--- config.mk ---
export PLATFORM = sky130hd
export DESIGN_NAME = leve_axir_arb_flat
export DESIGN_NICKNAME = d
export VERILOG_FILES = /design/src/rtl/leve_axir_arb_pkg.sv /design/src/rtl/leve_axir_arb_if.sv /design/src/rtl/leve_axir_arb.sv /design/src/flat_wrapper.sv
export SDC_FILE = /design/constraint.sdc
export NUM_CORES = 1
export LEC_CHECK = 0
export ABC_AREA = 1
export BUFFER_PORTS_ARGS = -buffer_cell sky130_fd_sc_hd__buf_2
export CORE_AREA = 2 2 166 168
export CTS_BUF_LIST = sky130_fd_sc_hd__clkbuf_8 sky130_fd_sc_hd__clkbuf_16
export DETAILED_ROUTE_END_ITERATION = 10
export DIE_AREA = 0 0 168 170
export MAX_ROUTING_LAYER = met4
export PLACE_DENSITY_LB_ADDON = 0.2
export SLEW_MARGIN = 20
export SYNTH_ARGS = -nofsm -noshare
export SYNTH_HDL_FRONTEND = slang
export SYNTH_SLANG_ARGS = --single-unit
--- constraint.sdc ---
create_clock -name CLK -period 2.2 [get_ports CLK]
set_input_delay 0.22 -clock CLK [delete_from_list [all_inputs] [get_ports CLK]]
set_output_delay 0.22 -clock CLK [all_outputs]
set_load 0.01 [all_outputs]
--- src/rtl/leve_axir_arb_pkg.sv ---
`default_nettype none
// ============================================================================
// Module   : leve_axir_arb_pkg
// Brief    : Shared arbiter state encoding and AXI burst-type constants.
// Revision : 1.0 - initial release
// ============================================================================
package leve_axir_arb_pkg;

   typedef enum logic [1:0] {
      ARB_IDLE = 2'd0,
      ARB_ADDR = 2'd1,
      ARB_DATA = 2'd2
   } leve_arb_st_t;

   // Burst encodings shared with the instruction burst buffer
   localparam logic [1:0] c_burst_fixed = 2'b00;
   localparam logic [1:0] c_burst_incr  = 2'b01;
   localparam logic [1:0] c_burst_wrap  = 2'b10;

   localparam int c_dcnt_w = 4;
   localparam int c_beat_w = 9;

endpackage
`default_nettype wire

--- src/rtl/leve_axir_arb_if.sv ---
`default_nettype none
// ============================================================================
// Module   : leve_axir_if
// Brief    : AXI read-channel (AR + R) bundle with initiator/target modports.
// Revision : 1.0 - initial release
// ============================================================================
interface leve_axir_if #(
   parameter int ADDR_W = 64,
   parameter int DATA_W = 64
);
   import leve_axir_arb_pkg::*;

   logic              ARVALID;
   logic              ARREADY;
   logic [ADDR_W-1:0] ARADDR;
   logic [1:0]        ARBURST;
   logic [7:0]        ARLEN;
   logic              RVALID;
   logic              RREADY;
   logic [DATA_W-1:0] RDATA;
   logic              RLAST;

   modport master (
      output ARVALID, ARADDR, ARBURST, ARLEN, RREADY,
      input  ARREADY, RVALID, RDATA, RLAST
   );

   modport slave (
      input  ARVALID, ARADDR, ARBURST, ARLEN, RREADY,
      output ARREADY, RVALID, RDATA, RLAST
   );

endinterface
`default_nettype wire

--- src/rtl/leve_axir_arb.sv ---
`default_nettype none
// ============================================================================
// Module   : leve_axir_arb
// Brief    : 2:1 AXI read arbiter (D over I, starvation guard, beat check).
// Revision : 1.0 - initial release
// ============================================================================
module leve_axir_arb
   import leve_axir_arb_pkg::*;
#(
   parameter int ADDR_W       = 64,
   parameter int DATA_W       = 64,
   parameter int MAX_D_CONSEC = 4
) (
   input  logic         CLK,
   input  logic         RSTn,
   leve_axir_if.slave   I_AXI,
   leve_axir_if.slave   D_AXI,
   leve_axir_if.master  M_AXI,
   output logic         GNT_D,
   output logic         BUSY,
   output logic         ERR
);

   localparam logic [c_dcnt_w-1:0] c_dcnt_max = c_dcnt_w'(MAX_D_CONSEC);
   localparam logic [c_dcnt_w-1:0] c_dcnt_sat = '1;
   localparam logic [c_beat_w-1:0] c_beat_sat = '1;

   leve_arb_st_t        r_state;
   logic [c_dcnt_w-1:0] r_dcnt;
   logic [c_beat_w-1:0] r_beat;
   logic                r_gnt_d;
   logic                r_err;
   logic                r_m_arvalid;
   logic [ADDR_W-1:0]   r_m_araddr;
   logic [1:0]          r_m_arburst;
   logic [7:0]          r_m_arlen;

   logic                w_idle;
   logic                w_data;
   logic                w_starve;
   logic                w_gnt_d;
   logic                w_gnt_i;
   logic                w_rready;
   logic                w_beat;
   logic                w_len_err;
   logic [DATA_W-1:0]   w_rdata;

   assign w_idle   = (r_state == ARB_IDLE);
   assign w_data   = (r_state == ARB_DATA);

   // Once D has won MAX_D_CONSEC times in a row over a waiting I, I gets the next slot
   assign w_starve = I_AXI.ARVALID && (r_dcnt == c_dcnt_max);
   assign w_gnt_d  = w_idle && D_AXI.ARVALID && !w_starve;
   assign w_gnt_i  = w_idle && I_AXI.ARVALID && !w_gnt_d;

   assign I_AXI.ARREADY = w_gnt_i;
   assign D_AXI.ARREADY = w_gnt_d;

   assign w_rready  = w_data && (r_gnt_d ? D_AXI.RREADY : I_AXI.RREADY);
   assign w_beat    = w_rready && M_AXI.RVALID;
   assign w_rdata   = M_AXI.RDATA;

   // r_beat is the zero-based index of the beat currently on the bus
   assign w_len_err = M_AXI.RLAST ? (r_beat != {1'b0, r_m_arlen})
                                  : (r_beat >= {1'b0, r_m_arlen});

   assign I_AXI.RVALID = w_data && !r_gnt_d && M_AXI.RVALID;
   assign I_AXI.RLAST  = w_data && !r_gnt_d && M_AXI.RLAST;
   assign I_AXI.RDATA  = w_rdata;
   assign D_AXI.RVALID = w_data &&  r_gnt_d && M_AXI.RVALID;
   assign D_AXI.RLAST  = w_data &&  r_gnt_d && M_AXI.RLAST;
   assign D_AXI.RDATA  = w_rdata;

   assign M_AXI.ARVALID = r_m_arvalid;
   assign M_AXI.ARADDR  = r_m_araddr;
   assign M_AXI.ARBURST = r_m_arburst;
   assign M_AXI.ARLEN   = r_m_arlen;
   assign M_AXI.RREADY  = w_rready;

   assign GNT_D = r_gnt_d;
   assign ERR   = r_err;
   assign BUSY  = !w_idle;

   always_ff @(posedge CLK or negedge RSTn) begin
      if (!RSTn) begin
         r_state     <= ARB_IDLE;
         r_dcnt      <= '0;
         r_beat      <= '0;
         r_gnt_d     <= 1'b0;
         r_err       <= 1'b0;
         r_m_arvalid <= 1'b0;
         r_m_araddr  <= '0;
         r_m_arburst <= '0;
         r_m_arlen   <= '0;
      end else begin
         case (r_state)
            ARB_IDLE: begin
               if (w_gnt_d || w_gnt_i) begin
                  r_m_araddr  <= w_gnt_d ? D_AXI.ARADDR  : I_AXI.ARADDR;
                  r_m_arburst <= w_gnt_d ? D_AXI.ARBURST : I_AXI.ARBURST;
                  r_m_arlen   <= w_gnt_d ? D_AXI.ARLEN   : I_AXI.ARLEN;
                  r_gnt_d     <= w_gnt_d;
                  r_m_arvalid <= 1'b1;
                  r_state     <= ARB_ADDR;
                  if (w_gnt_d && I_AXI.ARVALID) begin
                     if (r_dcnt != c_dcnt_sat)
                        r_dcnt <= r_dcnt + 1'b1;
                  end else begin
                     r_dcnt <= '0;
                  end
               end
            end
            ARB_ADDR: begin
               if (M_AXI.ARREADY) begin
                  r_m_arvalid <= 1'b0;
                  r_beat      <= '0;
                  r_state     <= ARB_DATA;
               end
            end
            ARB_DATA: begin
               if (w_beat) begin
                  if (r_beat != c_beat_sat)
                     r_beat <= r_beat + 1'b1;
                  if (w_len_err)
                     r_err <= 1'b1;
                  if (M_AXI.RLAST)
                     r_state <= ARB_IDLE;
               end
            end
            default: r_state <= ARB_IDLE;
         endcase
      end
   end

endmodule
`default_nettype wire

--- src/flat_wrapper.sv ---
// flat-port wrapper written by rule: the top's interface ports become plain ports
module leve_axir_arb_flat import leve_axir_arb_pkg::*;
#(
   parameter int ADDR_W       = 64,
   parameter int DATA_W       = 64,
   parameter int MAX_D_CONSEC = 4
)
  (CLK, RSTn, GNT_D, BUSY, ERR, I_AXI_ARVALID, I_AXI_ARADDR, I_AXI_ARBURST, I_AXI_ARLEN, I_AXI_RREADY, I_AXI_ARREADY, I_AXI_RVALID, I_AXI_RDATA, I_AXI_RLAST, D_AXI_ARVALID, D_AXI_ARADDR, D_AXI_ARBURST, D_AXI_ARLEN, D_AXI_RREADY, D_AXI_ARREADY, D_AXI_RVALID, D_AXI_RDATA, D_AXI_RLAST, M_AXI_ARVALID, M_AXI_ARADDR, M_AXI_ARBURST, M_AXI_ARLEN, M_AXI_RREADY, M_AXI_ARREADY, M_AXI_RVALID, M_AXI_RDATA, M_AXI_RLAST);
  leve_axir_if #(.ADDR_W(ADDR_W), .DATA_W(DATA_W)) I_AXI_i ();
  leve_axir_if #(.ADDR_W(ADDR_W), .DATA_W(DATA_W)) D_AXI_i ();
  leve_axir_if #(.ADDR_W(ADDR_W), .DATA_W(DATA_W)) M_AXI_i ();
  input  logic CLK;
  input  logic RSTn;
  output logic GNT_D;
  output logic BUSY;
  output logic ERR;
  input wire logic [$bits(I_AXI_i.ARVALID)-1:0] I_AXI_ARVALID;
  input wire logic [$bits(I_AXI_i.ARADDR)-1:0] I_AXI_ARADDR;
  input wire logic [$bits(I_AXI_i.ARBURST)-1:0] I_AXI_ARBURST;
  input wire logic [$bits(I_AXI_i.ARLEN)-1:0] I_AXI_ARLEN;
  input wire logic [$bits(I_AXI_i.RREADY)-1:0] I_AXI_RREADY;
  output wire logic [$bits(I_AXI_i.ARREADY)-1:0] I_AXI_ARREADY;
  output wire logic [$bits(I_AXI_i.RVALID)-1:0] I_AXI_RVALID;
  output wire logic [$bits(I_AXI_i.RDATA)-1:0] I_AXI_RDATA;
  output wire logic [$bits(I_AXI_i.RLAST)-1:0] I_AXI_RLAST;
  input wire logic [$bits(D_AXI_i.ARVALID)-1:0] D_AXI_ARVALID;
  input wire logic [$bits(D_AXI_i.ARADDR)-1:0] D_AXI_ARADDR;
  input wire logic [$bits(D_AXI_i.ARBURST)-1:0] D_AXI_ARBURST;
  input wire logic [$bits(D_AXI_i.ARLEN)-1:0] D_AXI_ARLEN;
  input wire logic [$bits(D_AXI_i.RREADY)-1:0] D_AXI_RREADY;
  output wire logic [$bits(D_AXI_i.ARREADY)-1:0] D_AXI_ARREADY;
  output wire logic [$bits(D_AXI_i.RVALID)-1:0] D_AXI_RVALID;
  output wire logic [$bits(D_AXI_i.RDATA)-1:0] D_AXI_RDATA;
  output wire logic [$bits(D_AXI_i.RLAST)-1:0] D_AXI_RLAST;
  output wire logic [$bits(M_AXI_i.ARVALID)-1:0] M_AXI_ARVALID;
  output wire logic [$bits(M_AXI_i.ARADDR)-1:0] M_AXI_ARADDR;
  output wire logic [$bits(M_AXI_i.ARBURST)-1:0] M_AXI_ARBURST;
  output wire logic [$bits(M_AXI_i.ARLEN)-1:0] M_AXI_ARLEN;
  output wire logic [$bits(M_AXI_i.RREADY)-1:0] M_AXI_RREADY;
  input wire logic [$bits(M_AXI_i.ARREADY)-1:0] M_AXI_ARREADY;
  input wire logic [$bits(M_AXI_i.RVALID)-1:0] M_AXI_RVALID;
  input wire logic [$bits(M_AXI_i.RDATA)-1:0] M_AXI_RDATA;
  input wire logic [$bits(M_AXI_i.RLAST)-1:0] M_AXI_RLAST;
  assign I_AXI_i.ARVALID = I_AXI_ARVALID;
  assign I_AXI_i.ARADDR = I_AXI_ARADDR;
  assign I_AXI_i.ARBURST = I_AXI_ARBURST;
  assign I_AXI_i.ARLEN = I_AXI_ARLEN;
  assign I_AXI_i.RREADY = I_AXI_RREADY;
  assign I_AXI_ARREADY = I_AXI_i.ARREADY;
  assign I_AXI_RVALID = I_AXI_i.RVALID;
  assign I_AXI_RDATA = I_AXI_i.RDATA;
  assign I_AXI_RLAST = I_AXI_i.RLAST;
  assign D_AXI_i.ARVALID = D_AXI_ARVALID;
  assign D_AXI_i.ARADDR = D_AXI_ARADDR;
  assign D_AXI_i.ARBURST = D_AXI_ARBURST;
  assign D_AXI_i.ARLEN = D_AXI_ARLEN;
  assign D_AXI_i.RREADY = D_AXI_RREADY;
  assign D_AXI_ARREADY = D_AXI_i.ARREADY;
  assign D_AXI_RVALID = D_AXI_i.RVALID;
  assign D_AXI_RDATA = D_AXI_i.RDATA;
  assign D_AXI_RLAST = D_AXI_i.RLAST;
  assign M_AXI_ARVALID = M_AXI_i.ARVALID;
  assign M_AXI_ARADDR = M_AXI_i.ARADDR;
  assign M_AXI_ARBURST = M_AXI_i.ARBURST;
  assign M_AXI_ARLEN = M_AXI_i.ARLEN;
  assign M_AXI_RREADY = M_AXI_i.RREADY;
  assign M_AXI_i.ARREADY = M_AXI_ARREADY;
  assign M_AXI_i.RVALID = M_AXI_RVALID;
  assign M_AXI_i.RDATA = M_AXI_RDATA;
  assign M_AXI_i.RLAST = M_AXI_RLAST;
  leve_axir_arb #(.ADDR_W(ADDR_W), .DATA_W(DATA_W), .MAX_D_CONSEC(MAX_D_CONSEC)) u_core (.CLK(CLK), .RSTn(RSTn), .I_AXI(I_AXI_i), .D_AXI(D_AXI_i), .M_AXI(M_AXI_i), .GNT_D(GNT_D), .BUSY(BUSY), .ERR(ERR));
endmodule
# Word-level counts from Yosys, hierarchy flattened
# Cells that the tools add are included.
dict set report op_classes {
  addsub 2
  n_lt_le_gt_ge 1
  n_eq_ne 12
  n_mux 19
  n_reduce_logical 28
}
# cell count
set op_table {}
lappend op_table {{64-bit 2-to-1 mux} 1}
lappend op_table {{9-bit 2-to-1 mux} 3}
lappend op_table {{9-bit case mux with 2 select lines} 1}
lappend op_table {{1-bit logical AND} 14}
lappend op_table {{2-bit inequality test (second input constant)} 6}
lappend op_table {{2-bit 2-to-1 mux} 5}
lappend op_table {{9-bit by 1-bit adder with 9-bit output (second input constant)} 1}
lappend op_table {{9-bit by 8-bit >= comparator with 1-bit output} 1}
lappend op_table {{9-bit by 8-bit inequality test with 1-bit output} 1}
lappend op_table {{9-bit inequality test (second input constant)} 1}
lappend op_table {{3-bit AND reduction} 3}
lappend op_table {{4-bit 2-to-1 mux} 2}
lappend op_table {{8-bit 2-to-1 mux} 1}
lappend op_table {{4-bit AND reduction} 2}
lappend op_table {{2-bit case mux with 3 select lines} 1}
lappend op_table {{4-bit by 1-bit adder with 4-bit output (second input constant)} 1}
lappend op_table {{4-bit by 3-bit equality test with 1-bit output (second input constant)} 1}
lappend op_table {{1-bit logical NOT} 4}
lappend op_table {{1-bit 2-to-1 mux} 4}
lappend op_table {{4-bit inequality test (second input constant)} 1}
lappend op_table {{2-bit nonzero test} 2}
lappend op_table {{2-bit by 1-bit equality test with 1-bit output (second input constant)} 1}
lappend op_table {{2-bit equality test (second input constant)} 1}
lappend op_table {{2-bit logical NOT} 1}
lappend op_table {{3 further kinds} 3}
dict set report word_totals {
  reg_bits 92
  in_bits 221
  output_inout_bits 213
  elab_cells 71
}

# Logic depth before layout (Yosys ltp)
dict set report logic_depth {
  ltp_word 9
  ltp_mapped 10
  depth_no_buf 10
}

# Worst setup path after synthesis
# Ideal clock, no wire load.
dict set report synth_timing {
  path_type {register -> register}
  start {register u_core.r_beat[1]}
  end {register u_core.r_beat[5]}
  setup_ns 0.077
  arrival_ns 1.667
  required_ns 2.123
  path_slack_ns 0.456
  path_stages_with_launch 11
  path_buffers 0
  synth_period_minus_slack_ns 1.744
  path_cell_list {dfrtp_1 ha_1 nand3_1 nor4_1 ha_1 or2_1 nor2_4 nor2_4 inv_2 nand2_1 a21oi_1}
}
dict set report synth_between {
  elab_chain_cells 4
  word_cells_on_any_way 7
  cone_classes {add/sub: 1; eq/ne: 2; mux: 3; reduce/logical: 1}
}
# element line
set synth_lines {}
lappend synth_lines {{start, declared} leve_axir_arb.sv:30} ;# logic [c_beat_w-1:0] r_beat;
lappend synth_lines {{start signal, assigned} leve_axir_arb.sv:123} ;# r_beat <= r_beat + 1'b1;
lappend synth_lines {{9-bit by 1-bit adder with 9-bit output} leve_axir_arb.sv:123}
lappend synth_lines {{9-bit 2-to-1 mux} leve_axir_arb.sv:122} ;# if (r_beat != c_beat_sat)
lappend synth_lines {{9-bit 2-to-1 mux} leve_axir_arb.sv:121} ;# if (w_beat) begin
lappend synth_lines {{9-bit case mux with 2 select lines} leve_axir_arb.sv:96} ;# case (r_state)
# Parallel ways exist; a longest one is shown, timed or not. The select of a mux whose other input is x is not followed.
# A chain may end at the register's enable or synchronous reset.

# Final worst setup path
dict set report layout_timing {
  start {register u_core.r_dcnt[0]}
  end {output port D_AXI_ARREADY}
}
dict set report layout_between {
  elab_chain_cells 4
}
# element line
set layout_lines {}
lappend layout_lines {{start, declared} leve_axir_arb.sv:29} ;# logic [c_dcnt_w-1:0] r_dcnt;
lappend layout_lines {{start signal, assigned} leve_axir_arb.sv:107} ;# r_dcnt <= r_dcnt + 1'b1;
lappend layout_lines {{4-bit by 3-bit equality test with 1-bit output} leve_axir_arb.sv:52} ;# assign w_starve = I_AXI.ARVALID && (r_dcnt == c_dcnt_max);
lappend layout_lines {{1-bit logical AND} leve_axir_arb.sv:52}
lappend layout_lines {{1-bit logical NOT} leve_axir_arb.sv:53} ;# assign w_gnt_d = w_idle && D_AXI.ARVALID && !w_starve;
lappend layout_lines {{1-bit logical AND} leve_axir_arb.sv:53}
lappend layout_lines {{end, declared} flat_wrapper.sv:31} ;# output wire logic [$bits(D_AXI_i.ARREADY)-1:0] D_AXI_ARREADY;
# Every way passes these cells.

==> results.sh <==
export IMPL_grt_pass1_wl_um=25300
export IMPL_max_clock_path_buffers=2
export IMPL_yosysSeqAreaShare=0.405
export IMPL_grt_max_degree=47
export IMPL_nets=974
export IMPL_grt_overflow_total=0
export IMPL_leakagePower_nw=3.51
export IMPL_crit_family="buffers and inverters"
export IMPL_skew_ns=0.0161
export IMPL_yosys_warnings=0
export IMPL_start_kind="register"
export IMPL_wire_per_inst_um=15.6
export IMPL_syn2layout_area_growth_pct=16.9
export IMPL_drive_above_1_share=0.452
export IMPL_async_flop_share=1.00
export IMPL_routabilityCongestion=0.784
export IMPL_peakVddDrop_mv=0.406
export IMPL_cts_root_buffer="clkbuf_16"
export IMPL_critPathKind="reg -> out"
export IMPL_fp_dieW_um=168
export IMPL_crit_arrival_ns=1.78
export IMPL_hold_viol=0
export IMPL_cp_required_ns=1.98
export IMPL_post_cts_buffers=0
export IMPL_grt_pass1_vias=4454
export IMPL_die_area_um2=28600
export IMPL_rsz0062_at_grt="no"
export IMPL_synthCells=626
export IMPL_antenna_cells=0
export IMPL_p_per_area_nw_per_um2=1180
export IMPL_fin_setup_tns_ns=0
export IMPL_endpoint_kind="output pin"
export IMPL_drt_iter0_markers=224
export IMPL_route_detailed_drc=0
export IMPL_synth_area_top_cells="dfrtp_1 41%, buf_4 17%, nand2_1 12%"
export IMPL_wirelength_um=16900
export IMPL_min_period_over_period=0.909
export IMPL_synth_enable_flop_cells=0
export IMPL_ys_dominant_reg_cell="dfrtp_1"
export IMPL_cts_tree="built"
export IMPL_coreArea_um2=26700
export IMPL_path_cells="inv_1 -> ha_1 -> nand4_1 -> nand3_2 -> inv_4 -> buf_16 -> buf_2"
export IMPL_numCtsBuffers=9
export IMPL_synth_distinct_cells=28
export IMPL_die_h_um=170
export IMPL_worst_path_max_fanout=23
export IMPL_worst_slack_ns=0.201
export IMPL_antenna_found_initial=0
export IMPL_grt_usage=0.119
export IMPL_postRouteAntennaNets=0
export IMPL_vias=4381
export IMPL_yosysTopAreaCellShare=0.405
export IMPL_maxSlewHeadroom=0.771
export IMPL_synth_largest_area_cell="dfrtp_1"
export IMPL_synthTopCellsByCount="186 x nand2_1, 129 x buf_4, 92 x dfrtp_1"
export IMPL_fp_row_count=60
export IMPL_postSynthAreaPerCell_um2=9.07
export IMPL_ys_ff_latch=92
export IMPL_slew_violations=0
export IMPL_clock_sinks=92
export IMPL_critPathBufInv=4
export IMPL_syn_cell_area_um2=5680
export IMPL_initial_core_util=0.213
export IMPL_min_period_ns=2.00
export IMPL_clk_latency_ns=0.36
export IMPL_syn_num_nets=859
export IMPL_stdcell_count=1086
export IMPL_vias_per_cell=4.03
export IMPL_synthMostInstantiatedCell="nand2_1"
export IMPL_ios=434
export IMPL_dpl_worst_slack_ns=0.201
export IMPL_cpPeakStageDelay_ns=0.39
export IMPL_port_buffers=241
export IMPL_max_freq_mhz=500
export IMPL_hpwl_um=12800
export IMPL_tightest_slew_ns=0.343
export IMPL_dp_cells=1069
export IMPL_min_path_type="in -> reg"
export IMPL_htree_levels=3
export IMPL_status="finished clean"
export IMPL_drt_pass1_iterations=4
export IMPL_maxCapViolations=0
export IMPL_clk_pin_slew_worst_paths_ns=0.08
export IMPL_setup_violations=0
export IMPL_cp_slowest_cell="dfrtp_1"
## sequential cells by signal (all words and copies together) (netlist names)
| signal | count |
|---|---|
| u_core.M_AXI.ARLEN | 8 |
| u_core.GNT_D | 1 |
| u_core.M_AXI.ARADDR | 64 |
| u_core.r_beat | 9 |
| u_core.r_state | 2 |
| u_core.M_AXI.ARVALID | 1 |
| u_core.M_AXI.ARBURST | 2 |
| u_core.ERR | 1 |
| u_core.r_dcnt | 4 |
## through the flow
step	power, mW	hold WS, ns	instance area (µm²)	util
final	7.83	0.0673	6640	0.249
after CTS	8.00	0.0478	6600	0.248
after global placement	6.37	0.158	6310	0.237
after global routing	8.55	0.0548	6640	0.249
after floorplan	5.14	-0.0756	5680	-
after detailed placement	6.37	0.155	6310	0.237
## cell type report
cell class | count | area (µm²)
clock inverter | 5 | 42.5
sequential | 92 | 2300
multi-input combinational | 346 | 2080
tap | 341 | 427
timing repair buffer | 255 | 1400
clock buffer | 10 | 239
fill | 2930 | 20000
inverter | 37 | 144
## per-layer routing
metal | track usage | part of all wire
met4 | 0.0348 | 0.014
met2 | 0.195 | 0.47
met3 | 0.0381 | 0.084
met1 | 0.141 | 0.43
met5 | - | 0
## worst register-to-register path: cells and delay by family (launching register included)
| kind | cells | cell delay, ns |
|---|---|---|
| fa+ha+maj | 2 | 0.40 |
| flops | 1 | 0.42 |
| compound gates | 1 | 0.12 |
| buf+inv | 1 | 0.10 |
| simple gates | 6 | 0.85 |
## repair_timing
action,in CTS,in global routing
gates resized for setup,0,2
endpoints found under the hold margin,21,0
hold buffers,1,0
endpoints found under the setup margin,0,2
## layout by cell type, fill, tap and decap left out, drive strengths merged
cell and instances:
clkbuf 11, nor2 25, o21ai 14, nand3b 1, buf 253, ha 12
a21oi 7, nor3 2, nand2 187, clkinvlp 1, xor2 3, nor4 1
or2 3, a22o 1, clkinv 1, nand4 5, a22oi 74, dlygate4sd3 1
nand3 11, inv 40, dfrtp 92
## path summary, 6_finish.rpt
| kind | startpoint | slack (ns) | endpoint | cells past startpoint |
|---|---|---|---|---|
| worst min-delay path | I_AXI_ARADDR[8] | 0.07 | u_core.M_AXI.ARADDR[8] | 3 |
| worst max register to register | u_core.r_beat[1] | 0.24 | u_core.r_beat[5] | 10 |
| worst min register to register | u_core.M_AXI.ARADDR[23] | 0.47 | u_core.M_AXI.ARADDR[23] | 2 |
| max in group asynchronous | RSTn | 1.26 | u_core.M_AXI.ARADDR[48] | 3 |
| worst max-delay path | u_core.r_dcnt[0] | 0.20 | D_AXI_ARREADY | 7 |
| min in group asynchronous | RSTn | 0.32 | u_core.M_AXI.ARADDR[58] | 2 |
## report_power, final
group          internal (mW)  switching, mW  total, mW
logic                   1.40           2.15       3.55
clock network          0.807          0.731       1.54
registers               2.38          0.369       2.75
## cell families (layout without fill, tap and decap cells)
| group | count (synthesis) | after routing | synth area share |
|---|---|---|---|
| compound gates | 96 | 96 | 0.163 |
| simple gates | 235 | 235 | 0.172 |
| flops | 92 | 92 | 0.405 |
| buf+inv | 188 | 307 | 0.229 |
| fa+ha+maj | 12 | 12 | 0.0264 |
| xor+xnor | 3 | 3 | 0.00463 |
No activity file was read; power rests on OpenSTA's default activity.
